**config.mk**
```make
export PLATFORM = sky130hd
export DESIGN_NAME = cache_controller
export DESIGN_NICKNAME = d
export VERILOG_FILES = /design/src/rtl/cache_pkg.sv /design/src/rtl/cache_line_array.sv /design/src/rtl/cache_controller.sv
export SDC_FILE = /design/constraint.sdc
export NUM_CORES = 1
export LEC_CHECK = 0
export ABC_AREA = 1
export BUFFER_PORTS_ARGS = -buffer_cell sky130_fd_sc_hd__buf_2
export CAP_MARGIN = 20
export CORE_ASPECT_RATIO = 0.75
export CORE_MARGIN = 2
export CORE_UTILIZATION = 45
export CTS_CLUSTER_DIAMETER = 120
export CTS_CLUSTER_SIZE = 28
export DETAILED_ROUTE_END_ITERATION = 8
export GPL_TIMING_DRIVEN = 0
export PLACE_DENSITY_LB_ADDON = 0.25
export SLEW_MARGIN = 40
export SYNTH_ARGS = -nofsm -noshare
export SYNTH_HDL_FRONTEND = slang
export SYNTH_SLANG_ARGS = --single-unit
```
**constraint.sdc**
```tcl
create_clock -name clock -period 2.7 [get_ports clock]
set_clock_uncertainty 0.15 [all_clocks]
set_input_delay 0.135 -clock clock [delete_from_list [all_inputs] [get_ports clock]]
set_output_delay 0.135 -clock clock [all_outputs]
set_load 0.01 [all_outputs]
```
**src/rtl/cache_pkg.sv**
```systemverilog
// Shared types and sizing for the direct-mapped write-back cache controller.
package cache_pkg;

  localparam int ADDR_W  = 3;
  localparam int DATA_W  = 4;
  localparam int INDEX_W = 1;
  localparam int TAG_W   = ADDR_W - INDEX_W;
  localparam int LINES   = 2 ** INDEX_W;

  typedef enum logic [2:0] {
    IDLE,
    LOOKUP,
    WRITEBACK,
    FILL,
    FILL_WAIT
  } state_t;

  typedef struct packed {
    logic              valid;
    logic              dirty;
    logic [TAG_W-1:0]  tag;
    logic [DATA_W-1:0] data;
  } line_t;

  function automatic logic [INDEX_W-1:0] addr_index(input logic [ADDR_W-1:0] address);
    return address[INDEX_W-1:0];
  endfunction

  function automatic logic [TAG_W-1:0] addr_tag(input logic [ADDR_W-1:0] address);
    return address[ADDR_W-1:INDEX_W];
  endfunction

endpackage

```
**src/rtl/cache_line_array.sv**
```systemverilog
// Line storage for the cache: one write port, combinational read by index,
// every line cleared by the asynchronous reset.
module cache_line_array
  import cache_pkg::*;
(
  input  logic               clock,
  input  logic               reset_n,
  input  logic               write_en,
  input  logic [INDEX_W-1:0] write_index,
  input  line_t              write_line,
  input  logic [INDEX_W-1:0] read_index,
  output line_t              read_line
);

  line_t lines [LINES];

  // Clear all lines on reset, otherwise update the addressed line when enabled.
  always_ff @(posedge clock or negedge reset_n) begin
    if (!reset_n) begin
      for (int i = 0; i < LINES; i++) begin
        lines[i] <= '0;
      end
    end else if (write_en) begin
      lines[write_index] <= write_line;
    end
  end

  assign read_line = lines[read_index];

endmodule

```
**src/rtl/cache_controller.sv**
```systemverilog
// Direct-mapped, write-back, write-allocate cache controller between a CPU
// request port and a single-port memory with one cycle of read latency.
// Optional hit/miss counters are built when CACHE_STATS_EN is defined.
module cache_controller
  import cache_pkg::*;
(
  input  logic              clock,
  input  logic              reset_n,
  input  logic              cpu_req,
  input  logic              cpu_write,
  input  logic [ADDR_W-1:0] cpu_address,
  input  logic [DATA_W-1:0] cpu_data_in,
  output logic [DATA_W-1:0] cpu_data_out,
  output logic              cpu_done,
  output logic              cpu_busy,
  output logic              mem_write,
  output logic [ADDR_W-1:0] mem_address,
  output logic [DATA_W-1:0] mem_data_in,
  input  logic [DATA_W-1:0] mem_data_out
`ifdef CACHE_STATS_EN
  ,
  output logic [7:0]        hit_count,
  output logic [7:0]        miss_count
`endif
);

  state_t             state;
  state_t             next_state;
  logic               req_write;
  logic [ADDR_W-1:0]  req_address;
  logic [DATA_W-1:0]  req_data;
  logic [INDEX_W-1:0] req_index;
  logic [TAG_W-1:0]   req_tag;
  line_t              cur_line;
  line_t              new_line;
  logic               line_we;
  logic               hit;

  assign req_index = addr_index(req_address);
  assign req_tag   = addr_tag(req_address);
  assign hit       = cur_line.valid && (cur_line.tag == req_tag);
  assign cpu_busy  = (state != IDLE);

  cache_line_array u_lines (
    .clock       (clock),
    .reset_n     (reset_n),
    .write_en    (line_we),
    .write_index (req_index),
    .write_line  (new_line),
    .read_index  (req_index),
    .read_line   (cur_line)
  );

  // State register; reset abandons any request in flight.
  always_ff @(posedge clock or negedge reset_n) begin
    if (!reset_n) begin
      state <= IDLE;
    end else begin
      state <= next_state;
    end
  end

  // Capture the request only when idle, so requests while busy are dropped.
  always_ff @(posedge clock or negedge reset_n) begin
    if (!reset_n) begin
      req_write   <= 1'b0;
      req_address <= '0;
      req_data    <= '0;
    end else if (state == IDLE && cpu_req) begin
      req_write   <= cpu_write;
      req_address <= cpu_address;
      req_data    <= cpu_data_in;
    end
  end

  // Next state, line update and memory interface, all decoded from state.
  always_comb begin
    next_state  = state;
    line_we     = 1'b0;
    new_line    = cur_line;
    mem_write   = 1'b0;
    mem_address = '0;
    mem_data_in = '0;
    case (state)
      IDLE: begin
        if (cpu_req) begin
          next_state = LOOKUP;
        end
      end
      LOOKUP: begin
        if (hit) begin
          next_state = IDLE;
          if (req_write) begin
            line_we       = 1'b1;
            new_line.dirty = 1'b1;
            new_line.data  = req_data;
          end
        end else if (cur_line.valid && cur_line.dirty) begin
          next_state = WRITEBACK;
        end else begin
          next_state = FILL;
        end
      end
      WRITEBACK: begin
        mem_write   = 1'b1;
        mem_address = {cur_line.tag, req_index};
        mem_data_in = cur_line.data;
        next_state  = FILL;
      end
      FILL: begin
        mem_address = req_address;
        next_state  = FILL_WAIT;
      end
      FILL_WAIT: begin
        mem_address    = req_address;
        line_we        = 1'b1;
        new_line.valid = 1'b1;
        new_line.dirty = req_write;
        new_line.tag   = req_tag;
        new_line.data  = req_write ? req_data : mem_data_out;
        next_state     = IDLE;
      end
      default: begin
        next_state = IDLE;
      end
    endcase
  end

  // Registered completion pulse and read data; done drops unless set this edge.
  always_ff @(posedge clock or negedge reset_n) begin
    if (!reset_n) begin
      cpu_done     <= 1'b0;
      cpu_data_out <= '0;
    end else begin
      cpu_done <= 1'b0;
      if (state == LOOKUP && hit) begin
        cpu_done     <= 1'b1;
        cpu_data_out <= req_write ? req_data : cur_line.data;
      end else if (state == FILL_WAIT) begin
        cpu_done     <= 1'b1;
        cpu_data_out <= new_line.data;
      end
    end
  end

`ifdef CACHE_STATS_EN
  // Saturating hit/miss counters, bumped once per lookup.
  always_ff @(posedge clock or negedge reset_n) begin
    if (!reset_n) begin
      hit_count  <= '0;
      miss_count <= '0;
    end else if (state == LOOKUP) begin
      if (hit) begin
        if (hit_count != 8'hFF) hit_count <= hit_count + 8'd1;
      end else begin
        if (miss_count != 8'hFF) miss_count <= miss_count + 8'd1;
      end
    end
  end
`else
  // Default build carries no statistics counters.
`endif

endmodule
```
Word level (Yosys, flattened, before mapping):

Index checks and enable logic that the tools add are counted.

* mux-type cells: 29
* reduce and logical (&&, ||, !) cells: 9
* bitwise gates (word level): 1
* order comparisons: 2
* equal/unequal tests: 6

Operators by type and width (count)
* 8-bit two-way mux: 4
* 4-bit two-way mux: 6
* 16-bit bitwise mux: 1
* 3-bit one-hot mux with 4 select lines: 1
* 1-bit two-way mux: 9
* 8-bit demux with 1-bit select: 1
* 4-bit one-hot mux with 2 select lines: 1
* 3-bit by 2-bit == test with 1-bit output, second input constant: 2
* 3-bit two-way mux: 2
* 3-bit one-hot mux with 2 select lines: 1
* 1-bit logical AND: 5
* 1-bit one-hot mux with 2 select lines: 2
* 3-bit by 1-bit == test with 1-bit output, second input constant: 1
* 3-bit == test, second input constant: 1
* 3-bit logical NOT: 1
* 3-bit nonzero test: 1
* 2-bit == test: 1
* 2-bit greater-or-equal comparator, second input constant: 1
* 2-bit by 1-bit < comparator with 1-bit output, second input constant: 1
* 2-bit two-way mux: 1
* 2-bit inequality test, second input constant: 1
* 1-bit NOT with 2-bit output: 1
* 2-bit nonzero test: 1
* 2-bit OR reduction: 1

* flip-flop bits (word level): 32
* bits of input ports: 15
* output and inout bits: 14

Depth between registers and ports, before layout:

Gate-level depths: netlist of the first run.

* word-level depth: 10
* gate-level depth with buffers: 11

By module:

Synthesis of the first run repeated with hierarchy kept, for this count alone.

* cell total of the unflattened synthesis: 229
* area, all modules: 1778.0 um^2

Modules (own cells, without submodules)
* cache_controller: cells an instance 134, instances 1, area an instance 987.2 um^2
* cache_line_array: cells an instance 95, instances 1, area an instance 790.8 um^2

Least setup slack after synthesis of the first run:

Ideal clock, no wire load.

* kind: register to register
* start: register req_address[0]
* end: register u_lines.lines[12] (netlist name)
* path buffers: 1
* cell stages (with the launch flop): 12
* arrival: 1.403 ns
* slack: 1.020 ns
* cells stage by stage: dfrtp_1 -> inv_2 -> nand2_1 -> nand2_2 -> nor2_2 -> nor2_4 -> nand3_4 -> nand2_4 -> nand3_2 -> buf_6 -> nand2_1 -> o21ai_2

* cells in the longest elaborated chain, start to end: 8

Ends and longest elaborated chain
* start, declared: RTL line cache_controller.sv:30 `logic [ADDR_W-1:0] req_address;`
* start signal, assigned: RTL line cache_controller.sv:71 `req_address <= cpu_address;`
* 1-bit NOT with 2-bit output (implied by the code) (*): RTL line cache_line_array.sv:24, cache_line_array.sv:28
* 8-bit two-way mux (implied by the code) (3 in a row): RTL line cache_line_array.sv:28 `assign read_line = lines[read_index];`
* 2-bit == test: RTL line cache_controller.sv:41 `assign hit = cur_line.valid && (cur_line.tag == req_tag);`
* 1-bit logical AND: RTL line cache_controller.sv:41
* 1-bit two-way mux: RTL line cache_controller.sv:91 `if (hit) begin`
* 1-bit one-hot mux with 2 select lines: RTL line cache_controller.sv:84 `case (state)`
* end signal, assigned by index: RTL line cache_line_array.sv:24 `lines[write_index] <= write_line;`
* end, declared: RTL line cache_line_array.sv:15 `line_t lines [LINES];`

Mark *: on every way between the ends. The rest lies on a longest branch, timed or not. The select of a mux whose other input is x is not followed.
A chain may end at the register's enable or synchronous reset.

Final worst setup path of the first run:

* start: register req_address[0]
* end: register u_lines.lines[13] (netlist name)

Same word-level chain as after synthesis.

==> results of run 1 <==
## power groups by stage
stage | Clock [W] | Combinational [W] | Sequential [W]
3_3_place_gp | 0 | 0.00127 | 0.000839
2_1_floorplan | 0 | 0.000966 | 0.000833
3_5_place_dp | 0 | 0.00131 | 0.000847
6_report | 0.000507 | 0.00131 | 0.000841
4_1_cts | 0.000523 | 0.00132 | 0.000839
5_1_grt | 0.000542 | 0.00150 | 0.000869
## registers in the layout, indices dropped and copies added, names as in the netlist
register and count:
u_lines.lines 16, cpu_data_out 4, req_data 4, req_address 3, state 3, cpu_done 1, req_write 1
## cell usage in the layout, fill, tap and decap left out, drive strengths merged
master / n
a21oi: 9
buf: 31
bufinv: 1
clkbuf: 8
clkinv: 1
dfrtp: 32
dlygate4sd3: 10
inv: 23
mux2: 4
mux2i: 2
nand2: 87
nand3: 16
nand3b: 2
nor2: 19
nor3: 3
o21ai: 17
or2: 3
## worst max-delay path, delay by kind of cell (launching register included)
family / cells / cell delay [ns]
compound gates: 1 / 0.05
flops: 1 / 0.47
simple gates: 8 / 0.84
buf+inv: 2 / 0.33
## cells by family after synthesis
family	after synthesis	synth area share, %
multiplexers	6	3.78
buffers and inverters	28	6.84
flip-flops	32	46.6
AO/OA/AOI/OAI	26	8.22
AND/OR/NAND/NOR	130	34.6
## layout make-up
cell class              count  share of cell area, %
plain buffers               4                   1.28
well taps                  52                   3.03
flip-flops and latches     32                   37.2
inverters                  24                   4.19
multi-input cells         162                   37.2
clock buffers               7                   4.48
repair buffers             38                   11.2
clock inverters             1                   1.40
## path summary, 6_finish.rpt
| path | cells after the start | from | endpoint |
|---|---|---|---|
| worst max-delay path | 11 | req_address[0] | u_lines.lines[13] |
| worst min-delay path | 5 | mem_data_out[2] | cpu_data_out[2] |
| worst max register to register | 11 | req_address[0] | u_lines.lines[13] |
| worst min register to register | 2 | u_lines.lines[15] | u_lines.lines[15] |
| max in group asynchronous | 2 | reset_n | req_data[1] |
| min in group asynchronous | 2 | reset_n | u_lines.lines[5] |
## synthesized netlist by cell type, drive strengths merged
library cell  instances
nand2                87
dfrtp                32
inv                  23
nor2                 19
o21ai                17
nand3                16
a21oi                 9
mux2                  4
buf                   3
nor3                  3
or2                   3
mux2i                 2
nand3b                2
clkbuf                1
clkinv                1
## stage by stage
stage / setup slack [ns] / cells / utilization (%) / hold WS, ns / instance area [um^2]
floorplan: 1.02 / 222 / - / -0.311 / 1720
global placement: 0.783 / 302 / 52.6 / 0.0818 / 1920
detailed placement: 0.767 / 302 / 52.6 / 0.0874 / 1920
CTS: 0.743 / 320 / 58.7 / 0.0439 / 2150
global route: 0.571 / 320 / 58.7 / 0.0558 / 2150
finish: 0.727 / 320 / 58.7 / 0.0488 / 2150
## layer usage
metal	vias up	track usage, %	part of all wire, %
met5	-	0	0
met1	712	28.3	47
met2	27	32.4	47
met3	8	5.48	3.7
li1	794	-	-
met4	0	10.0	2.2
## repair_timing
action / in CTS / in global routing
endpoints found under the hold margin: 41 / 0
setup endpoints to repair: 0 / 0
hold buffers: 10 / 0
==> metrics.txt, run 1 <==
outcome=complete, no violations; CTS sink count=32; core area=3660 um^2; Initial Util=47.0%; post-synthesis sequential area ratio=46.6%; Clock Pin Slew Worst Setup and Hold Paths=0.07 ns; Max Cap Viol=0; switching share of total power=43.0%; Area Growth Syn to Fin=25.1%; H-tree lvl count=2; worst-path fanout max=10; # fillers=359; final WL=3900 um; Slew @ Worst Pin=0.692 ns; Clock Tree Root=clkbuf_8; post-route ant nets=0; CP startpoint kind=register; share of layout cells above drive strength 1=23.1%; data required time at the worst endpoint=2.72 ns; combinational share of power=49.2%; Sequential Power Share=31.7%; net switching power=0.00114 W; global-route usage over all layers=21.3%; GR Overflow Total=0; register cell area after layout=801 um^2; gpl congestion=0.807; detailed-route wire length per cell=12.2 um; Worst setup EP type=register; first-pass GRT wire length=6830 um; Final Hold Vio Count=0; Yosys cell types=28; io pins=29; CTS tree=yes; maximum vdd ir drop=478 uV; postcts setup bufs=0; Buffers on Ports=28; RSZ-0062 raised after global routing=no; Critical Path AT=1.99 ns; DIE AREA=4340 um^2; overall power consumption=0.00266 W; Slew headroom=53.9%; Lkg Pwr=1.13 nW; initial drt markers=82; die width=75.4 um; Die Y=57.5 um; internal power=0.00151 W; post-CTS resize count=0; later-pin clock latency in the skew report=0.29 ns; diodes inserted=0; f_max=507 MHz; post-synth net total=237; most used cell, CP=nand2_1; Hold WC Path Type=in -> reg; initial antenna violation count=0; Mapped Area=1720 um^2; DRC=0; synth top area cells=dfrtp_1, nand2_1, inv_1; setup slack, reg-to-reg=0.73 ns; Cells after Synth=222; Placement Rows=19; Final nets=282; synth warn=0; hpwl dp=2810 um; footprint of the multi-input gates=801 um^2; Yosys reg bits=32; PwrDens=1230 nW/um^2; WS Path Type=reg -> reg; Final Max Tran Viols=0; vias per inst=4.82; fin crit period=1.97 ns; CP peak stage delay=0.47 ns; Final setup violation count=0; total number of vias=1541; Final Cycle Share=73.1%; Max stage delay cell, worst path=dfrtp_1; TritonCTS Buffers=5; Longest Clk Path Bufs=2; crit path cell chain=inv_2, nand2_1, nand2_2, nor2_2, nor2_4, nand3_4, nand2_4, nand3_2, buf_6, nand2_1, o21ai_2; Synth top area share=46.6%; vias in the first global route=1560; Clk pwr share=19.1%; drt first pass iters=5; synthesized area per cell=7.74 um^2; area leader, netlist=dfrtp_1; Setup TNS=0 ns; largest net degree at the start of global routing=33
No activity file was read; power rests on OpenSTA's default activity.
==> inputs of run 2 (changes only) <==
- ABC_AREA: 1 -> 0
- clock period: 2.7 -> 2 ns (I/O delays scaled with it)
==> run 2 against run 1 <==
Effect of this change: the run now ends with negative setup slack left; hold slack improved by 0.063 ns; core utilization rose by 3.9 points; setup slack got worse by 0.90 ns; global-route usage rose by 0.16 points; power rose by 41%; area after synthesis fell by 0.15%; die area fell by 0.14%; routed wire length rose by 8.2%.
==> metrics.txt, run 2 <==
top cells by count, synth=dfrtp_1, mux2_2, inv_1, mux2i_1; f_max=461 MHz; dpl cells=233; most frequent cells in the layout=dfrtp_1, buf_2, mux2_2; post-route ant nets=0; final worst slack=-0.169 ns; Final nets=224; synth top area cells=dfrtp_1, mux2_2, mux2i_1; Longest Clk Path Bufs=2; detailed-route wire length per cell=16.1 um; worst-path fanout max=8; CP startpoint kind=register; Yosys reg bits=32; ys flop type=dfrtp_1; Critical Path AT=2.18 ns; R2R cell count=8; Final setup violation count=13; TritonCTS Buffers=5; outcome=finished, violations left; Die Y=57.5 um; largest net degree at the start of global routing=33; Hold WC Path Type=in -> reg; # fillers=302; fin crit period=2.17 ns; Worst setup EP type=register; share of layout cells above drive strength 1=39.5%; Slew @ Worst Pin=0.503 ns; PwrDens=1640 nW/um^2; overall power consumption=0.00375 W; post-synth net total=168; WS Path Type=reg -> reg; Clock Pin Slew Worst Setup and Hold Paths=0.07 ns; adder-cell share of the synthesized area=0%; Area Growth Syn to Fin=33.6%; fin util=62.6%; initial drt markers=187; Final Hold Vio Count=0; Yosys cell types=46; post-synthesis xor/xnor area fraction=0.948%; post-synthesis mux area share=19.3%; later-pin clock latency in the skew report=0.28 ns; count leader, synth=dfrtp_1; DRC=0; Synth Area in Compound Gates=14.0%; Final Non-Filler Cells=262; Initial Util=46.9%; final WL=4220 um; H-tree lvl count=2; failing checks=negative setup slack; max reg flops=16; vias per inst=5.64; Top reg by flops=u_lines.lines; vias in the first global route=1446; core area=3660 um^2; DIE AREA=4330 um^2; Lkg Pwr=1.10 nW; Buffers on Ports=28; gpl congestion=0.832; total number of vias=1478; post-route cell area=2290 um^2; main combinational cell family by area after synthesis=multiplexers; Clock Tree Root=clkbuf_8; Post-synth EDFFs=0; Placement Rows=19; placed instance area=1920 um^2; largest registers=u_lines.lines x16, cpu_data_out x4, req_data x4; Max Cap Viol=0; area leader, netlist=dfrtp_1; io pins=29; synth warn=0; Hold WS=0.112 ns; drt first pass iters=5; Final Cycle Share=108%; Cells after Synth=153; Synth Area in Simple Gates=14.4%; Final Max Tran Viols=0; hold depth=4; maximum vdd ir drop=676 uV; first-pass GRT wire length=6920 um; Mapped Area=1720 um^2; data required time at the worst endpoint=2.02 ns; hpwl dp=2860 um; post-synthesis sequential area ratio=46.6%; ys async rst share=100%; commonest non-fill, non-tap cell in the layout=dfrtp_1; Slew headroom=66.5%; GR Overflow Total=0; initial antenna violation count=0; RSZ-0062 raised after global routing=yes; Synth top area share=46.6%; global-route usage over all layers=21.4%; CTS sink count=32; synthesized area per cell=11.2 um^2; diodes inserted=0; die width=75.3 um; CTS tree=yes
-- run 2: logic make-up (layout without fill, tap and decap cells) --
group | count (synthesis) | count (layout)
DFF | 32 | 32
AOI/OAI and AO/OA | 31 | 31
buffers and inverters | 17 | 74
xor gates and xnor gates | 1 | 1
muxes | 29 | 29
and+or+nand+nor | 43 | 43
-- run 2: worst max-delay path, stage by stage, from the launching register on --
cell and delay, ns:
dfrtp_1 0.37, buf_6 0.14, mux2i_4 0.19, xor2_2 0.15, buf_4 0.15, and4_1 0.18
buf_6 0.14, a31oi_4 0.26, mux2_4 0.33
-- run 2: per-layer routing --
| metal | vias up | GRT usage [%] | part of all wire [%] |
|---|---|---|---|
| met5 | - | 0 | 0 |
| met4 | 0 | 7.02 | 2.7 |
| met3 | 17 | 5.12 | 6.4 |
| met2 | 67 | 33.8 | 46 |
| met1 | 724 | 29.2 | 45 |
| li1 | 670 | - | - |
-- run 2: final timing paths --
kind	slack, ns	from	end
setup / recovery	-0.17	req_address[0]	u_lines.lines[10]
min in group asynchronous	0.13	reset_n	cpu_data_out[3]
setup reg to reg	-0.17	req_address[0]	u_lines.lines[10]
max in group asynchronous	1.15	reset_n	state[0]
hold / removal	0.11	mem_data_out[2]	cpu_data_out[2]
hold reg to reg	0.33	cpu_data_out[2]	cpu_data_out[2]
-- run 2: per-stage QoR --
step	setup slack (ns)	TNS, ns
finish	-0.169	-1.37
global route	-0.222	-2.37
CTS	-0.0652	-0.347
detailed placement	-0.336	-1.96
global placement	-0.287	-1.41
floorplan	-0.0222	-0.0443
-- run 2: where the power goes --
group	leakage (nW)	internal, W	switching, W
sequential	0.388	0.000925	0.000256
clock	0.0552	0.000369	0.000238
combinational	0.654	0.000972	0.000989
total	1.10	0.00227	0.00148
-- run 2: final cells by class --
cell class | instances | area, um^2 | area share, %
buffer | 3 | 26.3 | 1.15
clock buffer | 6 | 72.6 | 3.16
clock inverter | 2 | 35.0 | 1.53
inverter | 12 | 45.0 | 1.96
multi-input combinational | 104 | 871 | 38.0
sequential | 32 | 801 | 34.9
tap | 52 | 65.1 | 2.84
timing repair buffer | 51 | 378 | 16.5
-- run 2: what timing repair did --
item,4_1_cts,5_1_grt
endpoints found under the setup margin,14,18
endpoints found under the hold margin,41,0
gates resized for setup,4,6
pin swaps,6,7
hold buffers,10,0
buffers inserted,10,2
